--- src/rtl/rect_engine_if.sv ---
// Port bundle for rect_engine: command handshake from the decoder plus the framebuffer port-B request bus.
// slave is the engine's view; master is the environment (command source and framebuffer).
interface rect_engine_if;
    logic       cmd_valid;
    logic       cmd_ready;
    logic [1:0] cmd_op;
    logic [8:0] cmd_x0;
    logic [8:0] cmd_x1;
    logic [7:0] cmd_y0;
    logic [7:0] cmd_y1;
    logic       done;
    logic [8:0] x_b;
    logic [7:0] y_b;
    logic       read_b;
    logic       write_b;
    logic       in_b;
    logic       out_b;
    logic       rdy_b;

    modport slave (
        input  cmd_valid, cmd_op, cmd_x0, cmd_x1, cmd_y0, cmd_y1, out_b, rdy_b,
        output cmd_ready, done, x_b, y_b, read_b, write_b, in_b
    );

    modport master (
        output cmd_valid, cmd_op, cmd_x0, cmd_x1, cmd_y0, cmd_y1, out_b, rdy_b,
        input  cmd_ready, done, x_b, y_b, read_b, write_b, in_b
    );
endinterface

--- src/rtl/rect_engine.sv ---
// Rectangle raster engine: fills or inverts a clipped rectangle of the 320x200 1-bit framebuffer
// one pixel at a time over port B, walking y outer / x inner.
module rect_engine (
    input  logic         clk_b,
    input  logic         reset,
    rect_engine_if.slave bus
);
    localparam int unsigned XW = 9;
    localparam int unsigned YW = 8;
    localparam logic [XW-1:0] X_LAST = XW'(319);
    localparam logic [YW-1:0] Y_LAST = YW'(199);

    typedef enum logic [2:0] {
        S_IDLE,
        S_RD_REQ,
        S_RD_WAIT,
        S_WR_REQ,
        S_WR_WAIT,
        S_FIN
    } state_t;

    state_t        r_state;
    state_t        w_next;

    logic [1:0]    r_op;
    logic [XW-1:0] r_xmin;
    logic [XW-1:0] r_xmax;
    logic [YW-1:0] r_ymin;
    logic [YW-1:0] r_ymax;
    logic [XW-1:0] r_x;
    logic [YW-1:0] r_y;

    logic          r_cmd_ready;
    logic          r_done;
    logic          r_read_b;
    logic          r_write_b;
    logic          r_in_b;

    logic          w_accept;
    logic          w_empty;
    logic          w_last;
    logic          w_advance;
    logic          w_in_next;
    logic [XW-1:0] w_xmin;
    logic [XW-1:0] w_xhi;
    logic [XW-1:0] w_xmax;
    logic [YW-1:0] w_ymin;
    logic [YW-1:0] w_yhi;
    logic [YW-1:0] w_ymax;

    // Normalise corner order and clip the far edge to the screen
    assign w_accept = bus.cmd_valid && r_cmd_ready;
    assign w_xmin   = (bus.cmd_x0 < bus.cmd_x1) ? bus.cmd_x0 : bus.cmd_x1;
    assign w_xhi    = (bus.cmd_x0 < bus.cmd_x1) ? bus.cmd_x1 : bus.cmd_x0;
    assign w_xmax   = (w_xhi > X_LAST) ? X_LAST : w_xhi;
    assign w_ymin   = (bus.cmd_y0 < bus.cmd_y1) ? bus.cmd_y0 : bus.cmd_y1;
    assign w_yhi    = (bus.cmd_y0 < bus.cmd_y1) ? bus.cmd_y1 : bus.cmd_y0;
    assign w_ymax   = (w_yhi > Y_LAST) ? Y_LAST : w_yhi;
    assign w_empty  = (w_xmin > X_LAST) || (w_ymin > Y_LAST) || (bus.cmd_op == 2'b11);
    assign w_last   = (r_x == r_xmax) && (r_y == r_ymax);

    always_ff @(posedge clk_b) begin
        if (reset) begin
            r_state <= S_IDLE;
        end else begin
            r_state <= w_next;
        end
    end

    // w_in_next carries the write data into the WR_REQ that follows; for invert it is the latched ~out_b
    always_comb begin
        w_next    = r_state;
        w_advance = 1'b0;
        w_in_next = r_in_b;
        case (r_state)
            S_IDLE: begin
                if (w_accept) begin
                    if (w_empty) begin
                        w_next = S_FIN;
                    end else if (bus.cmd_op == 2'b10) begin
                        w_next = S_RD_REQ;
                    end else begin
                        w_next    = S_WR_REQ;
                        w_in_next = bus.cmd_op[0];
                    end
                end
            end
            S_RD_REQ: begin
                if (bus.rdy_b) w_next = S_RD_WAIT;
            end
            S_RD_WAIT: begin
                if (bus.rdy_b) begin
                    w_next    = S_WR_REQ;
                    w_in_next = ~bus.out_b;
                end
            end
            S_WR_REQ: begin
                if (bus.rdy_b) w_next = S_WR_WAIT;
            end
            S_WR_WAIT: begin
                if (bus.rdy_b) begin
                    if (w_last) begin
                        w_next = S_FIN;
                    end else begin
                        w_advance = 1'b1;
                        if (r_op == 2'b10) begin
                            w_next = S_RD_REQ;
                        end else begin
                            w_next    = S_WR_REQ;
                            w_in_next = r_op[0];
                        end
                    end
                end
            end
            S_FIN:   w_next = S_IDLE;
            default: w_next = S_IDLE;
        endcase
    end

    always_ff @(posedge clk_b) begin
        if (w_accept) begin
            r_op   <= bus.cmd_op;
            r_xmin <= w_xmin;
            r_xmax <= w_xmax;
            r_ymin <= w_ymin;
            r_ymax <= w_ymax;
        end
    end

    // Outputs are registered from the next state so strobes and address change only on clock edges
    always_ff @(posedge clk_b) begin
        if (reset) begin
            r_cmd_ready <= 1'b1;
            r_done      <= 1'b0;
            r_read_b    <= 1'b0;
            r_write_b   <= 1'b0;
            r_in_b      <= 1'b0;
            r_x         <= '0;
            r_y         <= '0;
        end else begin
            r_cmd_ready <= (w_next == S_IDLE);
            r_done      <= (w_next == S_FIN);
            r_read_b    <= (w_next == S_RD_REQ);
            r_write_b   <= (w_next == S_WR_REQ);
            r_in_b      <= w_in_next;
            if (w_accept) begin
                r_x <= w_xmin;
                r_y <= w_ymin;
            end else if (w_advance) begin
                if (r_x == r_xmax) begin
                    r_x <= r_xmin;
                    r_y <= r_y + YW'(1);
                end else begin
                    r_x <= r_x + XW'(1);
                end
            end
        end
    end

    assign bus.cmd_ready = r_cmd_ready;
    assign bus.done      = r_done;
    assign bus.read_b    = r_read_b;
    assign bus.write_b   = r_write_b;
    assign bus.in_b      = r_in_b;
    assign bus.x_b       = r_x;
    assign bus.y_b       = r_y;
endmodule

--- src/flat_wrapper.sv ---
// flat-port wrapper written by rule: the top's interface ports become plain ports
module rect_engine_flat 
  (clk_b, reset, bus_cmd_valid, bus_cmd_op, bus_cmd_x0, bus_cmd_x1, bus_cmd_y0, bus_cmd_y1, bus_out_b, bus_rdy_b, bus_cmd_ready, bus_done, bus_x_b, bus_y_b, bus_read_b, bus_write_b, bus_in_b);
  rect_engine_if bus_i ();
  input  logic clk_b;
  input  logic reset;
  input wire logic [$bits(bus_i.cmd_valid)-1:0] bus_cmd_valid;
  input wire logic [$bits(bus_i.cmd_op)-1:0] bus_cmd_op;
  input wire logic [$bits(bus_i.cmd_x0)-1:0] bus_cmd_x0;
  input wire logic [$bits(bus_i.cmd_x1)-1:0] bus_cmd_x1;
  input wire logic [$bits(bus_i.cmd_y0)-1:0] bus_cmd_y0;
  input wire logic [$bits(bus_i.cmd_y1)-1:0] bus_cmd_y1;
  input wire logic [$bits(bus_i.out_b)-1:0] bus_out_b;
  input wire logic [$bits(bus_i.rdy_b)-1:0] bus_rdy_b;
  output wire logic [$bits(bus_i.cmd_ready)-1:0] bus_cmd_ready;
  output wire logic [$bits(bus_i.done)-1:0] bus_done;
  output wire logic [$bits(bus_i.x_b)-1:0] bus_x_b;
  output wire logic [$bits(bus_i.y_b)-1:0] bus_y_b;
  output wire logic [$bits(bus_i.read_b)-1:0] bus_read_b;
  output wire logic [$bits(bus_i.write_b)-1:0] bus_write_b;
  output wire logic [$bits(bus_i.in_b)-1:0] bus_in_b;
  assign bus_i.cmd_valid = bus_cmd_valid;
  assign bus_i.cmd_op = bus_cmd_op;
  assign bus_i.cmd_x0 = bus_cmd_x0;
  assign bus_i.cmd_x1 = bus_cmd_x1;
  assign bus_i.cmd_y0 = bus_cmd_y0;
  assign bus_i.cmd_y1 = bus_cmd_y1;
  assign bus_i.out_b = bus_out_b;
  assign bus_i.rdy_b = bus_rdy_b;
  assign bus_cmd_ready = bus_i.cmd_ready;
  assign bus_done = bus_i.done;
  assign bus_x_b = bus_i.x_b;
  assign bus_y_b = bus_i.y_b;
  assign bus_read_b = bus_i.read_b;
  assign bus_write_b = bus_i.write_b;
  assign bus_in_b = bus_i.in_b;
  rect_engine u_core (.clk_b(clk_b), .reset(reset), .bus(bus_i));
endmodule
--- config.mk ---
export PLATFORM = sky130hd
export DESIGN_NAME = rect_engine_flat
export DESIGN_NICKNAME = d
export VERILOG_FILES = /design/src/rtl/rect_engine_if.sv /design/src/rtl/rect_engine.sv /design/src/flat_wrapper.sv
export SDC_FILE = /design/constraint.sdc
export NUM_CORES = 1
export LEC_CHECK = 0
export ABC_CLOCK_PERIOD_IN_PS = 6300
export BUFFER_PORTS_ARGS = -buffer_cell sky130_fd_sc_hd__buf_2
export CAP_MARGIN = 20
export CORE_AREA = 3 3 94 105
export DETAILED_ROUTE_END_ITERATION = 16
export DIE_AREA = 0 0 97 108
export PLACE_DENSITY = 0.64
export SLEW_MARGIN = 20
export SYNTH_ARGS = -nofsm -noshare
export SYNTH_HDL_FRONTEND = slang
export SYNTH_SLANG_ARGS = --single-unit
--- constraint.sdc ---
create_clock -name clk_b -period 6.3 [get_ports clk_b]
set_clock_uncertainty 0.15 [all_clocks]
set_input_delay 0.315 -clock clk_b [delete_from_list [all_inputs] [get_ports clk_b]]
set_output_delay 0.315 -clock clk_b [all_outputs]
set_load 0.02 [all_outputs]
* After elaboration in Yosys (flattened, before gate mapping)
Cells that the tools add are included.
** Word-level totals
- Register bits :: 53
- Latch bits :: 0
- RAM bits :: 0
- Memory bits (read-only) :: 0
- Bits of input ports :: 41
- Output and inout port bits :: 22
- Word-level logic and storage cells :: 82
- Memories kept :: 0
** Cells by class
- Add/sub/neg operators :: 2
- Multiply operators :: 0
- Divide/modulo/power cells :: 0
- $lt $le $gt $ge :: 6
- Eq/ne operators :: 19
- Shifts and indexed selects :: 0
- Muxes and demuxes :: 31
- Bitwise gates (word level) :: 1
- Reduce and logical (&&, ||, !) cells :: 11
** Operators with widths (count)
- 9-bit two-way mux :: 5
- 8-bit two-way mux :: 5
- 3-bit two-way mux :: 7
- 9-bit greater-than comparator, second input constant :: 2
- 8-bit greater-than comparator, second input constant :: 2
- 3-bit one-hot mux with 5 select lines :: 1
- 2-bit inequality test, second input constant :: 6
- 1-bit two-way mux :: 10
- 9-bit by 1-bit adder with 9-bit output, second input constant :: 1
- 3-bit by 2-bit equality test with 1-bit output, second input constant :: 3
- 9-bit equality test :: 1
- 9-bit less-than comparator :: 1
- 8-bit by 1-bit adder with 8-bit output, second input constant :: 1
- 8-bit equality test :: 1
- 8-bit less-than comparator :: 1
- 8-bit AND reduction :: 1
- 2-bit equality test, second input constant :: 3
- 3-bit by 1-bit equality test with 1-bit output, second input constant :: 2
- 3-bit equality test, second input constant :: 2
- 3-bit logical NOT :: 2
- 2-bit two-way mux :: 2
- 2-bit nonzero test :: 2
- 1-bit one-hot mux with 3 select lines :: 1
- 3-bit nonzero test :: 1
- 5 further kinds :: 7

* Longest topological paths before layout
- Depth in word-level cells :: 9
- Gate-level depth with buffers :: 11
- Mapped depth without buffers :: 9

* Least setup slack after synthesis
No wires, ideal clock.
- Path type :: in2reg
- Start :: in bus_cmd_x1[2]
- End :: reg u_core.r_xmax[0], data pin
- Setup time :: 0.280 ns
- Data arrival time :: 2.061 ns
- Required time :: 5.870 ns
- Path slack :: 3.809 ns
- Stages :: 9
- Buffers on the path :: 1
- Path through :: inv_1 ha_1 a211oi_1 nor3_1 a211oi_1 buf_2 mux2_2 o311ai_1 nand2_1
** Between the ends
- Cells in the longest elaborated chain, start to end :: 3
** Ends and longest elaborated chain
- start, declared :: line flat_wrapper.sv:10 : input wire logic [$bits(bus_i.cmd_x1)-1:0] bus_cmd_x1;
- 9-bit less-than comparator :: line rect_engine.sv:54 : assign w_xhi = (bus.cmd_x0 < bus.cmd_x1) ? bus.cmd_x1 : bus.cmd_x0;
- 9-bit two-way mux (*) :: line rect_engine.sv:54
- 9-bit greater-than comparator :: line rect_engine.sv:55 : assign w_xmax = (w_xhi > X_LAST) ? X_LAST : w_xhi;
- end signal, assigned :: line rect_engine.sv:124 : r_xmax <= w_xmax;
- end, declared :: line rect_engine.sv:27 : logic [XW-1:0] r_xmax;
Every way passes the cells marked *; elsewhere a longest branch is shown, timed or not.
A chain may end at the register's enable or synchronous reset.

* Worst setup path in the final report
- Start :: reg u_core.r_x[7] (netlist: u_core.bus.x_b[7])
- End :: reg u_core.r_cmd_ready (netlist: u_core.bus.cmd_ready)
** Between the ends
- Cells in the longest elaborated chain, start to end :: 6
** Ends and longest elaborated chain
- start, declared :: line rect_engine.sv:30 : logic [XW-1:0] r_x;
- start signal, assigned :: line rect_engine.sv:147 : r_x <= w_xmin;
- start signal, assigned :: line rect_engine.sv:151 : r_x <= r_xmin;
- start signal, assigned :: line rect_engine.sv:154 : r_x <= r_x + XW'(1);
- 9-bit equality test :: line rect_engine.sv:60 : assign w_last = (r_x == r_xmax) && (r_y == r_ymax);
- 1-bit logical AND :: line rect_engine.sv:60
- 3-bit two-way mux :: line rect_engine.sv:102 : if (w_last) begin
- 3-bit two-way mux :: line rect_engine.sv:101 : if (bus.rdy_b) begin
- 3-bit one-hot mux with 5 select lines :: line rect_engine.sv:75 : case (r_state)
- 3-bit logical NOT :: line rect_engine.sv:141 : r_cmd_ready <= (w_next == S_IDLE);
- end signal, assigned :: line rect_engine.sv:141
- end, declared :: line rect_engine.sv:33 : logic r_cmd_ready;
Every way passes these cells.

==> results.py <==
metrics = {
    "timing": {
        "worst_pin_slew_ns": 0.772,
        "relSlewSlack": 0.477,
        "setup_viol": 0,
        "post-route-min-period_ns": 2.71,
        "fmax_ghz": 0.369,
        "final-hold-violation-count": 0,
        "hold_ws_ns": 0.0719,
        "setup_tns_ns": 0,
        "drv_slew": 0,
        "rsz0062_at_grt": "false",
        "finalCritPeriodShare": 0.430,
    },
    "layout": {
        "seq_area_sq_um": 1340,
        "num-nets-final": 497,
        "n_fill_cell": 863,
        "utilization": 0.453,
        "multi_input_area_sq_um": 2020,
        "mostFrequentLayoutCell": "buf_2",
        "finalInstanceArea_sq_um": 4020,
        "fin_cells": 554,
        "final_cell_mix": "62 x buf_2, 44 x nand2_1, 33 x nor2_1",
        "drive_gt1_frac": 0.209,
        "antenna_cells": 0,
        "area_delta_synth_final_pct": 14.3,
    },
    "hold_path": {
        "hold_class": "input pin to flop",
    },
    "logic_synthesis": {
        "ys.flop_type": "edfxtp_1",
        "yosys.area.top_type": "edfxtp_1",
        "synth_fp_nets": 440,
        "synth_seq_cells": 53,
        "avgSynthCellArea_sq_um": 9.21,
        "synth_edf_count": 28,
        "yosysWarnings": 0,
        "yosysSeqAreaShare": 0.381,
        "synth.distinct_cells": 59,
        "async_reset_ff_frac": 0,
        "synthCells": 382,
        "yosys-top-cells-area": "edfxtp_1 24%, dfxtp_1 14%, mux2i_1 6.8%",
        "synth_top_area_share": 0.239,
        "syn_area_sq_um": 3520,
    },
    "route": {
        "first_pass_iters": 5,
        "finalWirelength_microns": 8280,
        "vias": 3029,
        "routedWlPerCell_microns": 14.9,
        "drc": 0,
        "via_per_inst": 5.47,
        "drtAntennaViolNets": 0,
        "drt-initial-drc-count": 165,
    },
    "power_and_ir_drop": {
        "p_leak_nw": 1.76,
        "pwr-share-seq": 0.479,
        "power.switching_mw": 0.352,
        "clockPowerShare": 0.191,
        "sw_frac_of_total": 0.358,
        "internal_power_mw": 0.630,
        "power-per-cell-area_nw_per_um2": 244,
        "comb_power_share": 0.329,
        "ir_drop_mv": 0.103,
    },
    "clocking": {
        "clock_path_buffers": 2,
        "cts_tree": "built",
        "ctsHoldBuffers": 0,
        "clkSinkCount": 53,
        "clk_latency_ns": 0.31,
        "cts_max_level": 2,
        "cts_buffers": 5,
        "clkSlewWorstSetupHoldPaths_ns": 0.10,
        "root_buffer": "clkbuf_8",
        "post_cts_resized": 0,
        "post_cts_buffers": 0,
    },
    "placement": {
        "post_dp_cell_area_sq_um": 3940,
        "routabilityCongestion": 0.839,
        "io_buffers": 62,
        "hpwl_microns": 6370,
        "dp_cells": 546,
    },
    "global_routing": {
        "antenna_found_initial": 0,
        "grt_max_degree": 56,
        "grt.total_usage": 0.158,
        "overflow": 0,
        "grt_first_pass_wirelength_microns": 13700,
        "grt_pass1_vias": 2907,
    },
    "setup_path": {
        "cp_max_fo": 11,
        "crit_arrival_ns": 2.77,
        "crit_type": "flop to flop",
        "cp-start-kind": "flop",
        "required_ns": 6.36,
        "endpoint_kind": "flop",
    },
    "floorplan": {
        "ios": 63,
        "die-area_sq_um": 10500,
        "die_w_microns": 97,
        "fp-row-count": 36,
        "chipHeight_microns": 108,
        "fp.coreArea_sq_um": 8870,
        "start_util": 0.397,
    },
    "status": {
        "status": "finished clean",
    },
    "run": {
        "cap_violations": 0,
    },
}
cell families (layout without fill, tap and decap cells):
logic type | count (synthesis) | count (layout) | share of synthesized area
compound gates | 88 | 88 | 0.179
flops | 53 | 53 | 0.381
mux | 27 | 27 | 0.0779
fa+ha+maj | 17 | 17 | 0.0605
xor+xnor | 25 | 25 | 0.0622
buf+inv | 42 | 100 | 0.0484
simple gates | 130 | 130 | 0.191
sequential cells by signal, indices dropped and copies added, names as in the netlist:
signal                flops
u_core.r_state            3
u_core.r_op               2
u_core.bus.write_b        1
u_core.bus.cmd_ready      1
u_core.bus.x_b            9
u_core.r_xmin             9
u_core.r_ymax             8
u_core.r_xmax             9
u_core.bus.done           1
u_core.bus.in_b           1
u_core.bus.read_b         1
u_core.bus.y_b            8
worst max-delay path: stages (launching register included):
cell,delay (ns)
dfxtp_1,0.48
xor2_1,0.14
nor4_2,0.36
and3_1,0.53
nand3_2,0.28
a211oi_1,0.37
a211oi_2,0.09
a31o_1,0.19
stage by stage:
stage / power (mW) / setup slack (ns)
after global placement: 0.795 / 3.39
after floorplan: 0.703 / 3.81
after detailed placement: 0.803 / 3.31
after CTS: 0.991 / 3.53
final: 0.981 / 3.59
after global routing: 1.04 / 3.39
routing by layer:
layer  vias to the layer above  wire length (microns)  GRT usage
li1                       1509                      -          -
met1                      1416                   3670      0.199
met2                        91                   4050      0.279
met3                        13                    424     0.0239
met4                         0                    128     0.0471
met5                         -                      0          0
final cells by class:
class	count	area share
inverter	27	0.0252
sequential	53	0.334
clock inverter	2	0.00249
multi-input combinational	287	0.502
timing repair buffer	65	0.0828
clock buffer	6	0.0181
tap	114	0.0355
synth_stat cells, drive strengths merged (14+ instances only):
cell and number:
mux2i 24, a211oi 14, inv 26, ha 17, xor2 19, nand2 45, a21oi 14, nor2 33
edfxtp 28, dfxtp 25, o21ai 24
worst paths after layout:
| kind | startpoint | to | slack (ns) | depth (start not counted) |
|---|---|---|---|---|
| min reg2reg | u_core.bus.in_b$_SDFFE_PP0P_ | u_core.bus.in_b$_SDFFE_PP0P_ | 0.45 | 3 |
| min | bus_cmd_op[1] | u_core.r_op[1]$_DFFE_PP_ | 0.07 | 1 |
| max | u_core.bus.x_b[7]$_SDFFE_PP0P_ | u_core.bus.cmd_ready$_SDFF_PP1_ | 3.59 | 7 |
| max reg2reg | u_core.bus.x_b[7]$_SDFFE_PP0P_ | u_core.bus.cmd_ready$_SDFF_PP1_ | 3.59 | 7 |
power groups by stage:
stage / Clock (mW) / Combinational, mW / Sequential (mW)
2_1_floorplan: 0 / 0.208 / 0.495
3_3_place_gp: 0 / 0.317 / 0.478
3_5_place_dp: 0 / 0.325 / 0.478
4_1_cts: 0.194 / 0.326 / 0.470
5_1_grt: 0.206 / 0.358 / 0.479
6_report: 0.188 / 0.323 / 0.470
Power figures use the tool's default switching activity.
